File: src/rtl/phase_checker_pkg.sv
// Purpose: shared types and constants for the pipeline phase checker.
// Contents: phase encoding enum, FSM state enum, err_code values,
//           retire counter width and the phase successor function.
package phase_pkg;

    localparam int unsigned RETIRE_W = 16;
    localparam int unsigned PHASE_W  = 3;
    localparam int unsigned STROBE_W = 5;

    typedef enum logic [PHASE_W-1:0] {
        PH_IF   = 3'd0,
        PH_ID   = 3'd1,
        PH_EX   = 3'd2,
        PH_MEM  = 3'd3,
        PH_WB   = 3'd4,
        PH_NONE = 3'd7
    } phase_e;

    typedef enum logic {
        ST_HUNT = 1'b0,
        ST_LOCK = 1'b1
    } state_e;

    localparam logic [1:0] ERR_NONE   = 2'b00;
    localparam logic [1:0] ERR_ONEHOT = 2'b01;
    localparam logic [1:0] ERR_ORDER  = 2'b10;
    localparam logic [1:0] ERR_AGAIN  = 2'b11;

    // Phase that must follow p in a legal sequence.
    function automatic phase_e next_phase(input phase_e p);
        case (p)
            PH_IF:   next_phase = PH_ID;
            PH_ID:   next_phase = PH_EX;
            PH_EX:   next_phase = PH_MEM;
            PH_MEM:  next_phase = PH_WB;
            PH_WB:   next_phase = PH_IF;
            default: next_phase = PH_NONE;
        endcase
    endfunction

endpackage

File: src/rtl/phase_checker_onehot_enc.sv
// Purpose: combinational one-hot check and index encoder for the strobes.
// Ports: i_vec     - strobe vector, bit 0 = IF .. bit 4 = WB
//        o_idx_c   - index of the single set bit, PH_NONE otherwise
//        o_valid_c - exactly one bit set
module onehot_enc
    import phase_pkg::*;
(
    input  logic [STROBE_W-1:0] i_vec,
    output logic [PHASE_W-1:0]  o_idx_c,
    output logic                o_valid_c
);

    logic [PHASE_W-1:0] w_idx;

    // Last set bit wins; only meaningful when the vector is one-hot.
    always_comb begin
        w_idx = PHASE_W'(PH_NONE);
        for (int i = 0; i < int'(STROBE_W); i++) begin
            if (i_vec[i]) begin
                w_idx = PHASE_W'(i);
            end
        end
    end

    assign o_valid_c = $onehot(i_vec);
    assign o_idx_c   = o_valid_c ? w_idx : PHASE_W'(PH_NONE);

endmodule

File: config.mk
export PLATFORM = sky130hd
export DESIGN_NAME = onehot_enc
export DESIGN_NICKNAME = d
export VERILOG_FILES = /design/src/rtl/phase_checker_pkg.sv /design/src/rtl/phase_checker_onehot_enc.sv
export SDC_FILE = /design/constraint.sdc
export NUM_CORES = 1
export LEC_CHECK = 0
export BUFFER_PORTS_ARGS = -buffer_cell sky130_fd_sc_hd__clkbuf_2
export CORE_AREA = 2 2 39 41
export DETAILED_ROUTE_END_ITERATION = 10
export DIE_AREA = 0 0 41 43
export SYNTH_ARGS = -nofsm -noshare
export SYNTH_HDL_FRONTEND = slang
export SYNTH_SLANG_ARGS = --single-unit
export TNS_END_PERCENT = 10
File: constraint.sdc
create_clock -name vclk -period 3
set_input_delay 0.45 -clock vclk [all_inputs]
set_output_delay 0.45 -clock vclk [all_outputs]
set_load 0.02 [all_outputs]
* Yosys cells after proc, flatten, opt, wreduce, memory -nomap -nowiden
Cells that the tools add are included.
Widths: inputs -> output; s select.
** Word-level totals
- Register bits :: 0
- Output and inout port bits :: 4
- Word-level logic and storage cells :: 11
** Cells by class
- $add $sub $neg :: 4
- Equal/unequal tests :: 1
- Muxes and demuxes :: 6
** Operators with widths (number)
- $mux 3 :: 6
- $add 1x1->2 :: 2
- $add 2x2->3 :: 1
- $add 3x1->3 :: 1
- $eq 3x1->1 const B :: 1

* Longest topological paths before layout
Gate-level depths: netlist of run 1.
- Depth in word-level cells :: 6
- Gate-level depth with buffers :: 7
- Depth with buffers taken out :: 7

* Worst setup path after synthesis of run 1
OpenSTA, ideal clock, no wires.
- Path kind :: input to output
- From :: input i_vec[0]
- To :: output o_idx_c[0]
- Arrival :: 2.399 ns
- Data required time :: 2.550 ns
- Setup slack :: 0.151 ns
- Stages on the path :: 7
- Cells stage by stage :: inv_1 fa_1 inv_1 fa_1 ha_1 nor3b_4 o21ai_0
** RTL lines
- from (decl) :: line phase_checker_onehot_enc.sv:8 : input logic [STROBE_W-1:0] i_vec,
- $add 1x1->2 (implied by the code) :: line phase_checker_onehot_enc.sv:25 : assign o_valid_c = $onehot(i_vec);
- $add 2x2->3 (implied by the code) :: line phase_checker_onehot_enc.sv:25
- $add 3x1->3 (implied by the code) :: line phase_checker_onehot_enc.sv:25
- $eq 3x1->1 :: line phase_checker_onehot_enc.sv:25
- net o_valid_c :: line phase_checker_onehot_enc.sv:10 : output logic o_valid_c
- $mux 3 :: line phase_checker_onehot_enc.sv:26 : assign o_idx_c = o_valid_c ? w_idx : PHASE_W'(PH_NONE);
- to (decl) :: line phase_checker_onehot_enc.sv:9 : output logic [PHASE_W-1:0] o_idx_c,
The timed path passes the listed nets, and every way through them passes these cells.

* Worst setup path in the final report of run 1
- From :: input i_vec[0]
- To :: output o_idx_c[2]
** On the way
- Word-level cells in the longest chain between the ends :: 6
** Ends and longest elaborated chain (line)
- parallel branches: the longest is 5 deep, another holds $add 2x2->3
- $mux 3 * :: phase_checker_onehot_enc.sv:26
Mark *: on every way between the ends.

==> results of run 1 <==
## kinds of logic (layout without fill, tap and decap cells)
| family | after synthesis | in the layout |
|---|---|---|
| buffers and inverters | 7 | 16 |
| adder cells (fa/ha/maj) | 5 | 5 |
| AO/OA/AOI/OAI | 4 | 4 |
| AND/OR/NAND/NOR | 2 | 2 |
## worst paths after layout
| path | depth (start not counted) | slack [ns] | endpoint | start |
|---|---|---|---|---|
| hold / removal | 3 | 1.24 | o_idx_c[2] | i_vec[3] |
| setup / recovery | 9 | 0.15 | o_idx_c[2] | i_vec[0] |
## critical path, stage by stage
cell	delay, ns
clkbuf_2	0.09
inv_1	0.06
fa_1	0.54
inv_1	0.05
fa_1	0.36
ha_1	0.31
nor3b_4	0.24
o311ai_1	0.12
clkbuf_2	0.17
## where the power goes
group	internal (mW)	switching [mW]	total, mW	leakage, nW
Sequential	0	0	0	0
Combinational	0.0223	0.0289	0.0512	0.121
Clock	0	0	0	0
Total	0.0223	0.0289	0.0512	0.121
## area by class of cell
type,count,area (um2)
multi-input combinational,11,130
inverter,7,26.3
timing repair buffer,9,45.0
fill,154,1160
tap,16,20.0
## through the flow
stage / cells / cell area (um2) / power, mW / setup slack, ns
global route: 43 / 221 / 0.0561 / 0.0367
finish: 43 / 221 / 0.0512 / 0.147
floorplan: 18 / 156 / 0.0353 / 0.151
CTS: 43 / 221 / 0.0518 / 0.131
global placement: 43 / 221 / 0.0498 / 0.183
detailed placement: 43 / 221 / 0.0513 / 0.128
## placed cells by master, fill, tap and decap left out
master    n
clkbuf_2  9
inv_1     7
ha_1      3
o21ai_0   2
fa_1      2
nor3_1    1
nor3b_4   1
o21ba_2   1
o311ai_1  1
## metal layers
layer | track usage | up-vias | wire, um
met4 | 0 | 0 | 0
met2 | 0.0344 | 9 | 86
met3 | 0.0105 | 0 | 42
li1 | - | 74 | -
met1 | 0.0447 | 56 | 138
met5 | 0 | - | 0
==> impl_metrics.csv, run 1 <==
group,metric,value,unit
outcome,status,"complete, no violations",
floorplan,boundaryPins,9,
timing,worst_pin_slew,0.218,ns
yosys,synth_xor_area_frac,0,
final_layout,synthToLayoutAreaGrowth,41.6,%
placed_design,dpl.hpwl,258,um
drt,dr.pass1.iters,1,
timing,fin_tns_setup,0,ns
floorplan,die_x,41,um
yosys,synth_area,156,um2
worst_setup_path,crit_path_end_kind,"output pin",
worst_hold_path,hold_path.class,"in2out",
timing,timing.final.crit_share,0.951,
placed_design,portBuffers,9,
drt,num_vias,139,
floorplan,dieArea,1760,um2
timing,fin_crit,2.85,ns
cts,post_cts_buffers,0,
yosys,yosys_warnings,0,
global_routing,grt_pass1_vias,107,
yosys,yosysTopAreaCellShare,0.256,
floorplan,initial_core_util,0.113,
final_layout,regArea,0,um2
placed_design,place.gp.congestion,0.550,
yosys,synth_area_leaders,"fa_1 26%, ha_1 24%, inv_1 17%",
timing,max_freq,0.350,GHz
drt,ant_nets,0,
floorplan,fp-row-count,14,
yosys,yosys.area_share.adder,0.496,
worst_setup_path,critPathKind,"in2out",
drt,drc,0,
yosys,synth.net_count,28,
timing,hold_slack,1.24,ns
yosys,yosysTopAreaCell,"fa_1",
yosys,synth_cells,18,
yosys,synth_most_common_cell,"inv_1",
final_layout,seq_cells,0,
global_routing,grt_pass1_wl,365,um
yosys,synth_compound_area_frac,0.184,
yosys,synth_top_family_by_area,"adder cells",
yosys,avgSynthCellArea,8.69,um2
worst_setup_path,worstPathArrival,2.40,ns
timing,setup_viol,0,
timing,slew_headroom,0.853,
worst_setup_path,startpoint_type,"primary input",
pwr,irDropWorstVdd,0.0000365,V
floorplan,die_h,43,um
global_routing,grt.overflow.total,0,
pwr,p_leak,0.121,nW
drt,via_per_inst,3.23,
yosys,synthTopCellsByCount,"7 x inv_1, 3 x ha_1, 2 x fa_1, 2 x o21ai_0",
timing,hold_viol,0,
worst_setup_path,critPathMaxFanout,4,
final_layout,n_clock_buffer,0,
floorplan,core_region_area,1380,um2
drt,wire_per_inst,6.21,um
drt,initialDrtViolationCount,0,
yosys,synth-simple-area-share,0.152,
global_routing,grt_start_max_net_pins,5,
worst_setup_path,worstPathRequired,2.55,ns
final_layout,drive_above_1_share,0.407,
yosys,synth.area.mux_share,0,
global_routing,grt_util_all_layers,0.0271,
job,cap_violations,0,
pwr,power_density,231,nW/um2
cts,cts_hold_buf,0,
cts,cts_resized,0,
timing,rsz0062_at_grt,"no",
drt,wl,267,um
global_routing,grt_antenna_before_repair,0,
final_layout,diodes,0,
timing,drv_slew,0,
yosys,synth.distinct_cells,8,
final_layout,final_core_utilization,0.160,
yosys,yosysSeqAreaShare,0,
final_layout,nets,39,
Power figures use the tool's default switching activity.
==> inputs of run 2 (changes only) <==
Settings changed: SETUP_SLACK_MARGIN from default to 0.3.
==> run 2 against run 1 <==
Effect of this change:
- final cell count stayed put
- routed wire length is 10% higher
- fmax is 1.2% higher
- sequential cell count stayed put
- die area stayed put
- sequential share of layout area stayed put
- power is 23% higher
- final area is 18% higher
- critical endpoint unchanged
- largest cell class unchanged
- highest routed layer unchanged
==> impl_metrics.csv, run 2 (synthesis gave the netlist of run 1 again) <==
group,metric,value,unit
outcome,status,"complete, no violations",
worst_hold_path,holdPathStages,3,
final_layout,final_common_cell,"clkbuf_2",
timing,timing.final.crit_share,0.940,
timing,hold_viol,0,
final_layout,final_cells,43,
cts,post_cts_buffers,0,
final_layout,drive_above_1_share,0.593,
final_layout,nets,39,
timing,fin_tns_setup,0,ns
floorplan,core_region_area,1380,um2
worst_setup_path,startpoint_type,"primary input",
floorplan,boundaryPins,9,
global_routing,grt_start_max_net_pins,5,
global_routing,grt_pass1_vias,137,
worst_setup_path,critPathMaxFanout,4,
job,cap_violations,0,
timing,worst_pin_slew,0.301,ns
drt,dr.pass1.iters,1,
pwr,irDropWorstVdd,0.0000366,V
pwr,power_density,240,nW/um2
placed_design,dp_cells,43,
final_layout,diodes,0,
worst_hold_path,holdPathEnd,"o_idx_c[0]",
worst_hold_path,hold_path.class,"in2out",
placed_design,portBuffers,9,
global_routing,grt_pass1_wl,510,um
pwr,p_int,28.2,uW
drt,drc,0,
pwr,p_seq_frac,0,
timing,max_freq,0.355,GHz
floorplan,initial_core_util,0.113,
floorplan,dieArea,1760,um2
worst_setup_path,cpMaxStageDelayCell,"fa_1",
timing,rsz0062_at_grt,"yes",
final_layout,layout_common_cells,"9 x clkbuf_2, 7 x inv_1, 2 x o21ai_2, 2 x ha_1",
worst_setup_path,worstPathArrival,2.37,ns
pwr,p_leak,0.123,nW
pwr,power_frac_comb,1.000,
pwr,p_clk_frac,0,
worst_setup_path,critPathKind,"in2out",
floorplan,die_x,41,um
drt,wl,294,um
cts,cts_resized,0,
global_routing,grt.overflow.total,0,
placed_design,dpl.hpwl,295,um
final_layout,synthToLayoutAreaGrowth,67.2,%
pwr,switching_share,0.551,
drt,wire_per_inst,6.84,um
floorplan,die_h,43,um
drt,ant_nets,0,
final_layout,regArea,0,um2
worst_setup_path,crit_chain,"clkbuf_2, inv_1, fa_1, inv_1, fa_2, ha_4, nor3b_4, o311ai_4, clkbuf_2",
drt,num_vias,148,
worst_setup_path,worstPathRequired,2.55,ns
cts,cts_hold_buf,0,
worst_hold_path,holdCritStartpoint,"i_vec[4]",
pwr,p_sw,34.6,uW
drt,initialDrtViolationCount,0,
timing,slew_headroom,0.799,
timing,fin_crit,2.82,ns
placed_design,place.gp.congestion,0.606,
final_layout,seq_cells,0,
global_routing,grt_antenna_before_repair,0,
worst_setup_path,cp_slowest_stage_delay,0.53,ns
timing,drv_slew,0,
global_routing,grt_util_all_layers,0.0371,
timing,setup_viol,0,
floorplan,fp-row-count,14,
worst_setup_path,crit_path_end_kind,"output pin",
drt,via_per_inst,3.44,
final_layout,fillers,158,
final_layout,n_clock_buffer,0,
run 2: cell type report:
class | count | area [um2] | share of cell area
Tap cell | 16 | 20.0 | 0.0766
Inverter | 7 | 26.3 | 0.100
Timing Repair Buffer | 9 | 45.0 | 0.172
Multi-Input combinational cell | 11 | 170 | 0.651
run 2: critical path: cells and delay by family:
family,cells,cell delay [ns]
AOI/OAI and AO/OA,1,0.14
and+or+nand+nor,1,0.30
buffers and inverters,4,0.37
adders and majority gates,3,1.11
run 2: per-layer routing:
layer,track usage,vias up,wire (um)
met5,0,-,0
met4,0,0,0
met3,0,0,26
met2,0.0625,8,121
met1,0.0543,64,146
li1,-,76,-
run 2: power groups by stage:
stage / clock [mW] / combinational, mW / sequential (mW)
after global routing: 0 / 0.0694 / 0
after CTS: 0 / 0.0641 / 0
after global placement: 0 / 0.0626 / 0
after floorplan: 0 / 0.0462 / 0
final: 0 / 0.0629 / 0
after detailed placement: 0 / 0.0637 / 0
run 2: per-stage QoR:
stage                      util  worst slack, ns  hold WS, ns  cell area, um2  total power [mW]
after floorplan               -            0.301        0.983             196            0.0462
after CTS                 0.189            0.166         1.27             262            0.0641
after global routing      0.189           0.0973         1.29             262            0.0694
after detailed placement  0.189            0.171         1.27             262            0.0637
after global placement    0.189            0.195         1.26             262            0.0626
final                     0.189            0.181         1.27             262            0.0629
run 2: worst max-delay path by stage:
stage	start	to	cells past startpoint
2_1_floorplan	i_vec[0]	o_idx_c[2]	7
4_1_cts	i_vec[0]	o_idx_c[2]	9
3_3_place_gp	i_vec[0]	o_idx_c[2]	9
6_report	i_vec[0]	o_idx_c[2]	9
3_5_place_dp	i_vec[0]	o_idx_c[2]	9
5_1_grt	i_vec[3]	o_idx_c[2]	9
==> inputs of run 3 (changes only) <==
Clock period 3 ns to 3.2 ns, I/O delays scaled along.
==> run 3 against run 2 <==
Effect of this change:
- routed wire length down 3.4%
- sequential cell count unchanged
- die area unchanged
- largest power group unchanged
- highest routed layer unchanged
- worst hold slack better by 0.040 ns
- non-clock buffer count unchanged
- power down 18%
- via count unchanged
==> impl_metrics.csv, run 3 (synthesis gave the netlist of run 1 again) <==
group,metric,value,unit
timing,timing.final.crit_share,0.872,
worst_setup_path,critPathMaxFanout,4,
floorplan,boundaryPins,9,
worst_setup_path,critPathKind,"in2out",
placed_design,portBuffers,9,
worst_setup_path,crit_path_end_kind,"output pin",
final_layout,fillers,154,
floorplan,initial_core_util,0.113,
job,cap_violations,0,
final_layout,synthToLayoutAreaGrowth,51.2,%
drt,dr.pass1.iters,2,
floorplan,core_region_area,1380,um2
worst_setup_path,worstPathRequired,2.72,ns
worst_setup_path,worstPathArrival,2.31,ns
worst_setup_path,cp_slowest_stage_delay,0.53,ns
drt,ant_nets,0,
floorplan,dieArea,1760,um2
global_routing,grt_antenna_before_repair,0,
drt,initialDrtViolationCount,2,
placed_design,place.gp.congestion,0.529,
final_layout,drive_above_1_share,0.481,
worst_setup_path,cp_common_cell,"inv_1",
cts,post_cts_buffers,0,
timing,max_freq,0.358,GHz
timing,worst_pin_slew,0.211,ns
worst_setup_path,startpoint_type,"primary input",
placed_design,dpl.hpwl,261,um
global_routing,grt_start_max_net_pins,5,
final_layout,final_common_cell,"clkbuf_2",
global_routing,grt_pass1_vias,112,
global_routing,grt_util_all_layers,0.0311,
final_layout,final_core_utilization,0.171,
timing,fin_crit,2.79,ns
drt,drc,0,
timing,fin_tns_setup,0,ns
worst_setup_path,cpMaxStageDelayCell,"fa_1",
final_layout,regArea,0,um2
global_routing,grt_pass1_wl,420,um
floorplan,die_h,43,um
pwr,power_density,219,nW/um2
worst_setup_path,path_buf_inv,4,
global_routing,grt.overflow.total,0,
timing,hold_viol,0,
final_layout,n_clock_buffer,0,
final_layout,diodes,0,
pwr,irDropWorstVdd,0.0000329,V
worst_hold_path,hold_path.class,"in2out",
drt,via_per_inst,3.44,
final_layout,nets,39,
drt,wl,284,um
pwr,p_total,51.8,uW
worst_setup_path,path_delay_family,"adder cells",
drt,wire_per_inst,6.60,um
worst_setup_path,crit_chain,"clkbuf_2, inv_1, fa_1, inv_1, fa_2, ha_4, nor3b_4, o311ai_1, buf_2",
timing,drv_slew,0,
floorplan,die_x,41,um
timing,setup_viol,0,
timing,rsz0062_at_grt,"no",
outcome,status,"complete, no violations",
drt,num_vias,148,
pwr,p_leak,0.119,nW
final_layout,seq_cells,0,
timing,slew_headroom,0.857,
final_layout,layout_common_cells,"8 x clkbuf_2, 7 x inv_1, 2 x o21ai_0, 2 x ha_1",
floorplan,fp-row-count,14,
[run 3: cell count changes in the layout (fill, tap and decap cells not counted), sizes merged]
cell    change
buf         +1
clkbuf      -1
[run 3: what timing repair did]
action / 4_1_cts / 5_1_grt
pin swaps: 1 / 1
hold buffers: 0 / 0
resized for setup: 0 / 3
endpoints found under the hold margin: 0 / 0
endpoints found under the setup margin: 2 / 3
[run 3: final timing paths]
path	start	to	slack, ns	cells after the start
worst max-delay path	i_vec[0]	o_idx_c[2]	0.41	9
worst min-delay path	i_vec[3]	o_idx_c[2]	1.31	3
[run 3: report_power, final]
| group | switching, mW | total (mW) | internal [mW] |
|---|---|---|---|
| combinational | 0.0280 | 0.0518 | 0.0238 |
| sequential | 0 | 0 | 0 |
| clock | 0 | 0 | 0 |
[run 3: through the flow]
| stage | instance area (um2) | instances | setup slack [ns] | hold WS (ns) |
|---|---|---|---|---|
| detailed placement | 221 | 43 | 0.288 | 1.31 |
| floorplan | 156 | 18 | 0.291 | 1.14 |
| global route | 236 | 43 | 0.300 | 1.34 |
| finish | 236 | 43 | 0.410 | 1.31 |
| global placement | 221 | 43 | 0.320 | 1.30 |
| CTS | 221 | 43 | 0.307 | 1.31 |
[run 3: layer usage]
metal  share of wire  wire length, um  track usage
met4               0                0            0
met3            0.12               33            0
met1            0.52              149       0.0575
met5               0                0            0
met2            0.36              101       0.0406
[run 3: cell type report]
type               count  area, um2  area share
multi-input cells     11        145       0.614
repair buffers         9       45.0       0.190
inverters              7       26.3       0.111
well taps             16       20.0      0.0847
